## src/rtl/disp_scan_bcd_pkg.sv

```systemverilog
// disp_pkg: shared states, digit codes and BCD sizing for the scanned display
package disp_pkg;
  typedef enum logic [1:0] {IDLE, CONV, DONE} state_t;
  localparam logic [3:0] DIG_DASH = 4'd15;
  function automatic int nbcd(input int width);
    return (width * 3) / 10 + 1;
  endfunction
endpackage

```

## src/rtl/disp_scan_bcd_if.sv

```systemverilog
// disp_scan_bcd_if: value/load request in, conversion status and scanned digit/anode out
//   value_i/load_i : conversion request (master drives)
//   busy_o/done_o  : conversion in progress / display register updated pulse
//   digito_o       : digit code for active slot (0-9, 15 = minus)
//   anode_o        : active-low one-cold anode enables
interface disp_scan_bcd_if #(parameter int WIDTH = 16, parameter int NDIG = 8);
  logic signed [WIDTH-1:0] value_i;
  logic load_i;
  logic busy_o;
  logic done_o;
  logic [3:0] digito_o;
  logic [NDIG-1:0] anode_o;
  modport master(output value_i, load_i, input busy_o, done_o, digito_o, anode_o);
  modport slave(input value_i, load_i, output busy_o, done_o, digito_o, anode_o);
endinterface

```

## src/rtl/disp_scan_bcd_bin2bcd_seq.sv

```systemverilog
// bin2bcd_seq: sequential double-dabble, one iteration per clock
//   start/value : capture sign and magnitude when idle
//   busy/done   : not idle / one-cycle DONE state
//   commit      : last CONV cycle, bcd/sign hold the finished result
module bin2bcd_seq import disp_pkg::*; #(
  parameter int WIDTH = 16,
  parameter int NBCD = nbcd(WIDTH)
) (
  input  logic clk,
  input  logic rst_n,
  input  logic start,
  input  logic signed [WIDTH-1:0] value,
  output logic busy,
  output logic done,
  output logic commit,
  output logic [NBCD*4-1:0] bcd,
  output logic sign
);
  localparam int CW = $clog2(WIDTH + 1);
  localparam logic [CW-1:0] LAST = CW'(WIDTH);
  state_t state_q, state_d;
  logic [NBCD*4-1:0] bcd_q, bcd_d, adj;
  logic [WIDTH-1:0] mag_q, mag_d;
  logic [CW-1:0] cnt_q, cnt_d;
  logic sign_q, sign_d;
  always_comb begin
    for (int k = 0; k < NBCD; k++)
      adj[k*4 +: 4] = bcd_q[k*4 +: 4] >= 4'd5 ? bcd_q[k*4 +: 4] + 4'd3 : bcd_q[k*4 +: 4];
  end
  always_comb begin
    state_d = state_q;
    bcd_d = bcd_q;
    mag_d = mag_q;
    cnt_d = cnt_q;
    sign_d = sign_q;
    if (state_q == IDLE && start) begin
      state_d = CONV;
      sign_d = value[WIDTH-1];
      // unsigned reinterpretation makes -2^(WIDTH-1) come out as 2^(WIDTH-1)
      mag_d = value[WIDTH-1] ? WIDTH'(-value) : WIDTH'(value);
      bcd_d = '0;
      cnt_d = '0;
    end else if (state_q == CONV) begin
      if (cnt_q == LAST) state_d = DONE;
      else begin
        {bcd_d, mag_d} = {adj, mag_q} << 1;
        cnt_d = cnt_q + CW'(1);
      end
    end else if (state_q == DONE) state_d = IDLE;
  end
  always_ff @(posedge clk or negedge rst_n) begin
    if (!rst_n) begin
      state_q <= IDLE;
      bcd_q <= '0;
      mag_q <= '0;
      cnt_q <= '0;
      sign_q <= 1'b0;
    end else begin
      state_q <= state_d;
      bcd_q <= bcd_d;
      mag_q <= mag_d;
      cnt_q <= cnt_d;
      sign_q <= sign_d;
    end
  end
  assign busy = state_q != IDLE;
  assign done = state_q == DONE;
  assign commit = state_q == CONV && cnt_q == LAST;
  assign bcd = bcd_q;
  assign sign = sign_q;
endmodule

```

## src/rtl/disp_scan_bcd.sv

```systemverilog
// disp_scan_bcd: signed binary to BCD, held in a display register and scanned across NDIG anodes
//   clk/rst_n : clock, async active-low reset
//   bus       : value/load in, busy/done status, digit code and anode enables out
module disp_scan_bcd import disp_pkg::*; #(
  parameter int WIDTH = 16,
  parameter int NDIG = 8,
  parameter int REFRESH_DIV = 100000
) (
  input logic clk,
  input logic rst_n,
  disp_scan_bcd_if.slave bus
);
  localparam int NBCD = nbcd(WIDTH);
  localparam int RW = $clog2(REFRESH_DIV);
  localparam int SW = $clog2(NDIG);
  localparam logic [RW-1:0] RMAX = RW'(REFRESH_DIV - 1);
  localparam logic [SW-1:0] SMAX = SW'(NDIG - 1);
  logic commit, sign;
  logic [NBCD*4-1:0] bcd, disp_q, disp_d;
  logic dsign_q, dsign_d;
  logic [RW-1:0] rcnt_q, rcnt_d;
  logic [SW-1:0] slot_q, slot_d;
  logic [3:0] nib [NDIG];
  bin2bcd_seq #(.WIDTH(WIDTH), .NBCD(NBCD)) u_conv (
    .clk(clk),
    .rst_n(rst_n),
    .start(bus.load_i),
    .value(bus.value_i),
    .busy(bus.busy_o),
    .done(bus.done_o),
    .commit(commit),
    .bcd(bcd),
    .sign(sign)
  );
  always_comb begin
    disp_d = commit ? bcd : disp_q;
    dsign_d = commit ? sign : dsign_q;
    rcnt_d = rcnt_q == RMAX ? '0 : rcnt_q + RW'(1);
    slot_d = rcnt_q == RMAX ? (slot_q == SMAX ? '0 : slot_q + SW'(1)) : slot_q;
  end
  always_ff @(posedge clk or negedge rst_n) begin
    if (!rst_n) begin
      disp_q <= '0;
      dsign_q <= 1'b0;
      rcnt_q <= '0;
      slot_q <= '0;
    end else begin
      disp_q <= disp_d;
      dsign_q <= dsign_d;
      rcnt_q <= rcnt_d;
      slot_q <= slot_d;
    end
  end
  for (genvar k = 0; k < NDIG; k++) begin : g_nib
    if (k < NBCD) begin : g_bcd
      assign nib[k] = disp_q[k*4 +: 4];
    end else if (k == NDIG - 1) begin : g_sign
      assign nib[k] = dsign_q ? DIG_DASH : 4'd0;
    end else begin : g_pad
      assign nib[k] = 4'd0;
    end
  end
  assign bus.digito_o = nib[slot_q];
  assign bus.anode_o = ~(NDIG'(1) << slot_q);
endmodule

```

## src/flat_wrapper.sv

```systemverilog
// flat-port wrapper written by rule: the top's interface ports become plain ports
module disp_scan_bcd_flat import disp_pkg::*;
#(
  parameter int WIDTH = 16,
  parameter int NDIG = 8,
  parameter int REFRESH_DIV = 100000
)
  (clk, rst_n, bus_value_i, bus_load_i, bus_busy_o, bus_done_o, bus_digito_o, bus_anode_o);
  disp_scan_bcd_if #(.WIDTH(WIDTH), .NDIG(NDIG)) bus_i ();
  input logic clk;
  input logic rst_n;
  input wire logic [$bits(bus_i.value_i)-1:0] bus_value_i;
  input wire logic [$bits(bus_i.load_i)-1:0] bus_load_i;
  output wire logic [$bits(bus_i.busy_o)-1:0] bus_busy_o;
  output wire logic [$bits(bus_i.done_o)-1:0] bus_done_o;
  output wire logic [$bits(bus_i.digito_o)-1:0] bus_digito_o;
  output wire logic [$bits(bus_i.anode_o)-1:0] bus_anode_o;
  assign bus_i.value_i = bus_value_i;
  assign bus_i.load_i = bus_load_i;
  assign bus_busy_o = bus_i.busy_o;
  assign bus_done_o = bus_i.done_o;
  assign bus_digito_o = bus_i.digito_o;
  assign bus_anode_o = bus_i.anode_o;
  disp_scan_bcd #(.WIDTH(WIDTH), .NDIG(NDIG), .REFRESH_DIV(REFRESH_DIV)) u_core (.clk(clk), .rst_n(rst_n), .bus(bus_i));
endmodule
```

## config.mk

```make
export PLATFORM = sky130hd
export DESIGN_NAME = disp_scan_bcd_flat
export DESIGN_NICKNAME = d
export VERILOG_FILES = /design/src/rtl/disp_scan_bcd_pkg.sv /design/src/rtl/disp_scan_bcd_if.sv /design/src/rtl/disp_scan_bcd_bin2bcd_seq.sv /design/src/rtl/disp_scan_bcd.sv /design/src/flat_wrapper.sv
export SDC_FILE = /design/constraint.sdc
export NUM_CORES = 1
export LEC_CHECK = 0
export BUFFER_PORTS_ARGS = -buffer_cell sky130_fd_sc_hd__buf_2
export CAP_MARGIN = 20
export CORE_MARGIN = 2
export CORE_UTILIZATION = 55
export CTS_BUF_LIST = sky130_fd_sc_hd__clkbuf_4
export DETAILED_ROUTE_END_ITERATION = 12
export HOLD_SLACK_MARGIN = 0.03
export PLACE_DENSITY = 0.74
export SETUP_SLACK_MARGIN = 0.5
export SLEW_MARGIN = 20
export SYNTH_ARGS = -nofsm -noshare
export SYNTH_HDL_FRONTEND = slang
export SYNTH_SLANG_ARGS = --single-unit
```

## constraint.sdc

```tcl
create_clock -name clk -period 3.7 [get_ports clk]
set_clock_uncertainty 0.2 [all_clocks]
set_input_delay 0.185 -clock clk [delete_from_list [all_inputs] [get_ports clk]]
set_output_delay 0.185 -clock clk [all_outputs]
set_load 0.005 [all_outputs]
```

==> results.json <==
{
  "grt.total_usage_pct": 22.8,
  "critPathRequiredTime_ns": 3.79,
  "cp-end-kind": "register",
  "grt_pass1_vias": 3362,
  "place.gp.congestion": 0.788,
  "tritoncts": "built",
  "criticalPathCategory": "register to register",
  "cts_setup_buffers": 0,
  "clkTransAtPathRegs_ns": 0.13,
  "antenna_found_initial": 0,
  "fin_crit_ns": 3.04,
  "critPathSlowestCell": "dlygate4sd3_1",
  "worstPathCellList": "inv_1, ha_1, and4bb_2, nor3b_2, buf_4, mux2i_1, o32ai_1, dlygate4sd3_1",
  "hold_path.class": "input port to async pin",
  "cp-endpoint": "u_core.u_conv.mag_q[15]$_DFFE_PN0P_",
  "avgViaCountPerCell": 5.57,
  "yosysWarnings": 0,
  "crit_cells": 8,
  "yosysSeqAreaShare_pct": 47.0,
  "insertion_delay_ns": 0.40,
  "worst_r2r_path_depth": 8,
  "dp_hpwl_mm": 6.11,
  "core_sq_um": 8090,
  "syn_nets": 522,
  "first_iter_violations": 242,
  "synth.distinct_cells": 42,
  "die_w_microns": 94.7,
  "worst_r2r_endpoint": "u_core.u_conv.mag_q[15]$_DFFE_PN0P_",
  "finalSetupViolations": 0,
  "final_util_pct": 63.2,
  "critPathLaunch": "u_core.u_conv.cnt_q[0]$_DFFE_PN0P_",
  "r2r_slack_ns": 0.66,
  "rr_startpoint": "u_core.u_conv.cnt_q[0]$_DFFE_PN0P_",
  "cts-htree-levels": 3,
  "syn_area_sq_um": 4530,
  "final.period_utilization_pct": 82.2,
  "synthCells": 483,
  "die_area_sq_um": 8970,
  "vias": 3553,
  "final_area_sq_um": 5110,
  "numCtsBuffers": 9,
  "diodes": 0,
  "area_growth_pct": 13.0,
  "outcome": "completed",
  "tightest_slew_ns": 0.955,
  "critPathBufInv": 3,
  "clk_path_buf_depth": 2,
  "grt_setup_unrepaired": "no",
  "drive_gt1_share_pct": 14.1,
  "vdd_drop_max_mv": 0.336,
  "grt_max_degree": 86,
  "max_slew_margin_pct": 36.3,
  "powerDensity_nw_per_um2": 630,
  "fmax_mhz": 329,
  "routed_wl_mm": 9.36,
  "root_buffer": "clkbuf_4",
  "row_count": 33,
  "boundaryPins": 33,
  "critPathArrivalTime_ns": 3.13,
  "maxSlewViolCount": 0,
  "synth_area_per_cell_sq_um": 9.37,
  "avgRoutedWirePerCell_microns": 14.7,
  "drt_pre_antenna_iters": 5,
  "drv_cap": 0,
  "cp-start-kind": "register",
  "worstPathMaxFanout": 22,
  "grt_overflow_total": 0,
  "start_util_pct": 55.9,
  "drc": 0,
  "final_common_cell": "dfrtp_1",
  "fin_nets": 567,
  "clock-sinks": 85,
  "cp_top_family": "buffers and inverters",
  "grt_first_pass_wirelength_mm": 16.0,
  "synth_seq_cells": 85,
  "p_leak_nw": 2.28,
  "cpPeakStageDelay_ns": 0.56,
  "final_cell_mix": "dfrtp_1 (85), nand2_1 (71), o21ai_0 (43), nor2_1 (36), a21oi_1 (32)",
  "fin_setup_tns_ns": 0,
  "hold_viol": 0,
  "antenna_left": 0,
  "port_buffers": 32,
  "fp.dieH_microns": 94.7,
  "placed_area_sq_um": 4760
}
[power by group]
| part | switching (mW) | total [mW] | internal [mW] | leakage (nW) |
|---|---|---|---|---|
| combinational | 0.704 | 1.24 | 0.540 | 1.10 |
| clock | 0.295 | 0.513 | 0.218 | 0.0743 |
| sequential | 0.237 | 1.46 | 1.23 | 1.11 |
[timing repair]
item                                    4_1_cts  5_1_grt
hold buffers                                 21        0
endpoints found under the setup margin        0        1
resized for setup                             0        2
hold endpoints to repair                    103        0
[state kept, by name, indices dropped and copies added (netlist names)]
register and flops:
u_core.u_conv.mag_q 16, u_core.dsign_q 1, u_core.u_conv.state_q 2, u_core.u_conv.sign 1
u_core.u_conv.cnt_q 5, u_core.u_conv.bcd 20, u_core.rcnt_q 17, u_core.slot_q 3
u_core.disp_q 20
[logic make-up after synthesis]
| logic type | after synthesis | share of synthesized area, % |
|---|---|---|
| flip-flops | 85 | 47.0 |
| AND/OR/NAND/NOR | 188 | 19.9 |
| multiplexers | 17 | 5.17 |
| buffers and inverters | 44 | 3.76 |
| AO/OA/AOI/OAI | 91 | 11.3 |
| adder cells (fa/ha/maj) | 20 | 5.53 |
| XOR/XNOR | 38 | 7.35 |
[per-stage QoR]
step	std cells	hold WS, ns	total power, mW	setup slack (ns)
floorplan	483	-0.311	2.37	1.50
global placement	601	0.241	2.62	1.24
detailed placement	601	0.241	2.69	1.21
CTS	638	0.294	3.23	0.570
global route	638	0.239	3.51	0.545
finish	638	0.187	3.22	0.659
[Yosys cell counts]
| library cell | instances | share of area (%) |
|---|---|---|
| nor3b_1 | 1 | 0.17 |
| o41ai_4 | 1 | 0.61 |
| a21oi_1 | 32 | 3.5 |
| and2_1 | 1 | 0.14 |
| nand3_1 | 26 | 2.9 |
| buf_1 | 1 | 0.083 |
| nor2_1 | 36 | 3.0 |
| o41ai_1 | 1 | 0.19 |
| o21a_1 | 2 | 0.33 |
| or4_1 | 2 | 0.33 |
| nor4b_1 | 1 | 0.19 |
| xnor2_1 | 20 | 3.9 |
| mux2i_1 | 2 | 0.44 |
| or3_4 | 1 | 0.25 |
| and4_1 | 1 | 0.19 |
| nand3b_1 | 3 | 0.50 |
| and4bb_2 | 1 | 0.28 |
| xor2_1 | 18 | 3.5 |
| nand4_1 | 5 | 0.69 |
| o211a_1 | 1 | 0.22 |
| or3_2 | 1 | 0.17 |
| mux2_2 | 11 | 2.7 |
| or2_2 | 2 | 0.28 |
| and3_1 | 9 | 1.2 |
| or3_1 | 3 | 0.41 |
| o31ai_1 | 3 | 0.50 |
| or3b_2 | 1 | 0.19 |
| o21ai_0 | 43 | 4.8 |
| inv_1 | 21 | 1.7 |
| nor4_1 | 2 | 0.28 |
| nand2b_1 | 9 | 1.2 |
| clkbuf_1 | 18 | 1.5 |
| nand2_1 | 71 | 5.9 |
| nor2b_1 | 3 | 0.41 |
| buf_2 | 4 | 0.44 |
| ha_1 | 20 | 5.5 |
| dfrtp_1 | 85 | 47 |
| nor3_1 | 8 | 0.88 |
| mux4_2 | 4 | 2.0 |
| a31oi_1 | 7 | 0.97 |
| nor3b_2 | 1 | 0.28 |
| o32ai_1 | 1 | 0.19 |
[area by class of cell]
type | instances | area (sq um)
fill | 691 | 2980
tap | 105 | 131
clock inverter | 5 | 51.3
clock buffer | 11 | 82.6
timing repair buffer | 57 | 410
inverter | 21 | 78.8
multi-input combinational | 354 | 2230
sequential | 85 | 2130
[per-layer routing]
layer / vias to the layer above / GRT usage [%] / wire length (microns)
li1: 1740 / - / -
met1: 1731 / 30.0 / 4240
met2: 68 / 39.2 / 4690
met3: 14 / 2.79 / 266
met4: 0 / 7.85 / 164
met5: - / 0 / 0
[how the worst min path moves through the flow]
| stage | start | end | slack, ns | depth (start not counted) |
|---|---|---|---|---|
| after floorplan | rst_n | u_core.disp_q[0]$_DFFE_PN0P_ | -0.31 | 0 |
| after global routing | rst_n | u_core.rcnt_q[14]$_DFF_PN0_ | 0.24 | 2 |
| after CTS | u_core.rcnt_q[0]$_DFF_PN0_ | u_core.rcnt_q[0]$_DFF_PN0_ | 0.29 | 1 |
| after detailed placement | rst_n | u_core.rcnt_q[13]$_DFF_PN0_ | 0.24 | 1 |
| final | rst_n | u_core.rcnt_q[14]$_DFF_PN0_ | 0.19 | 2 |
| after global placement | rst_n | u_core.rcnt_q[12]$_DFF_PN0_ | 0.24 | 1 |
No activity file was read; power rests on OpenSTA's default activity.
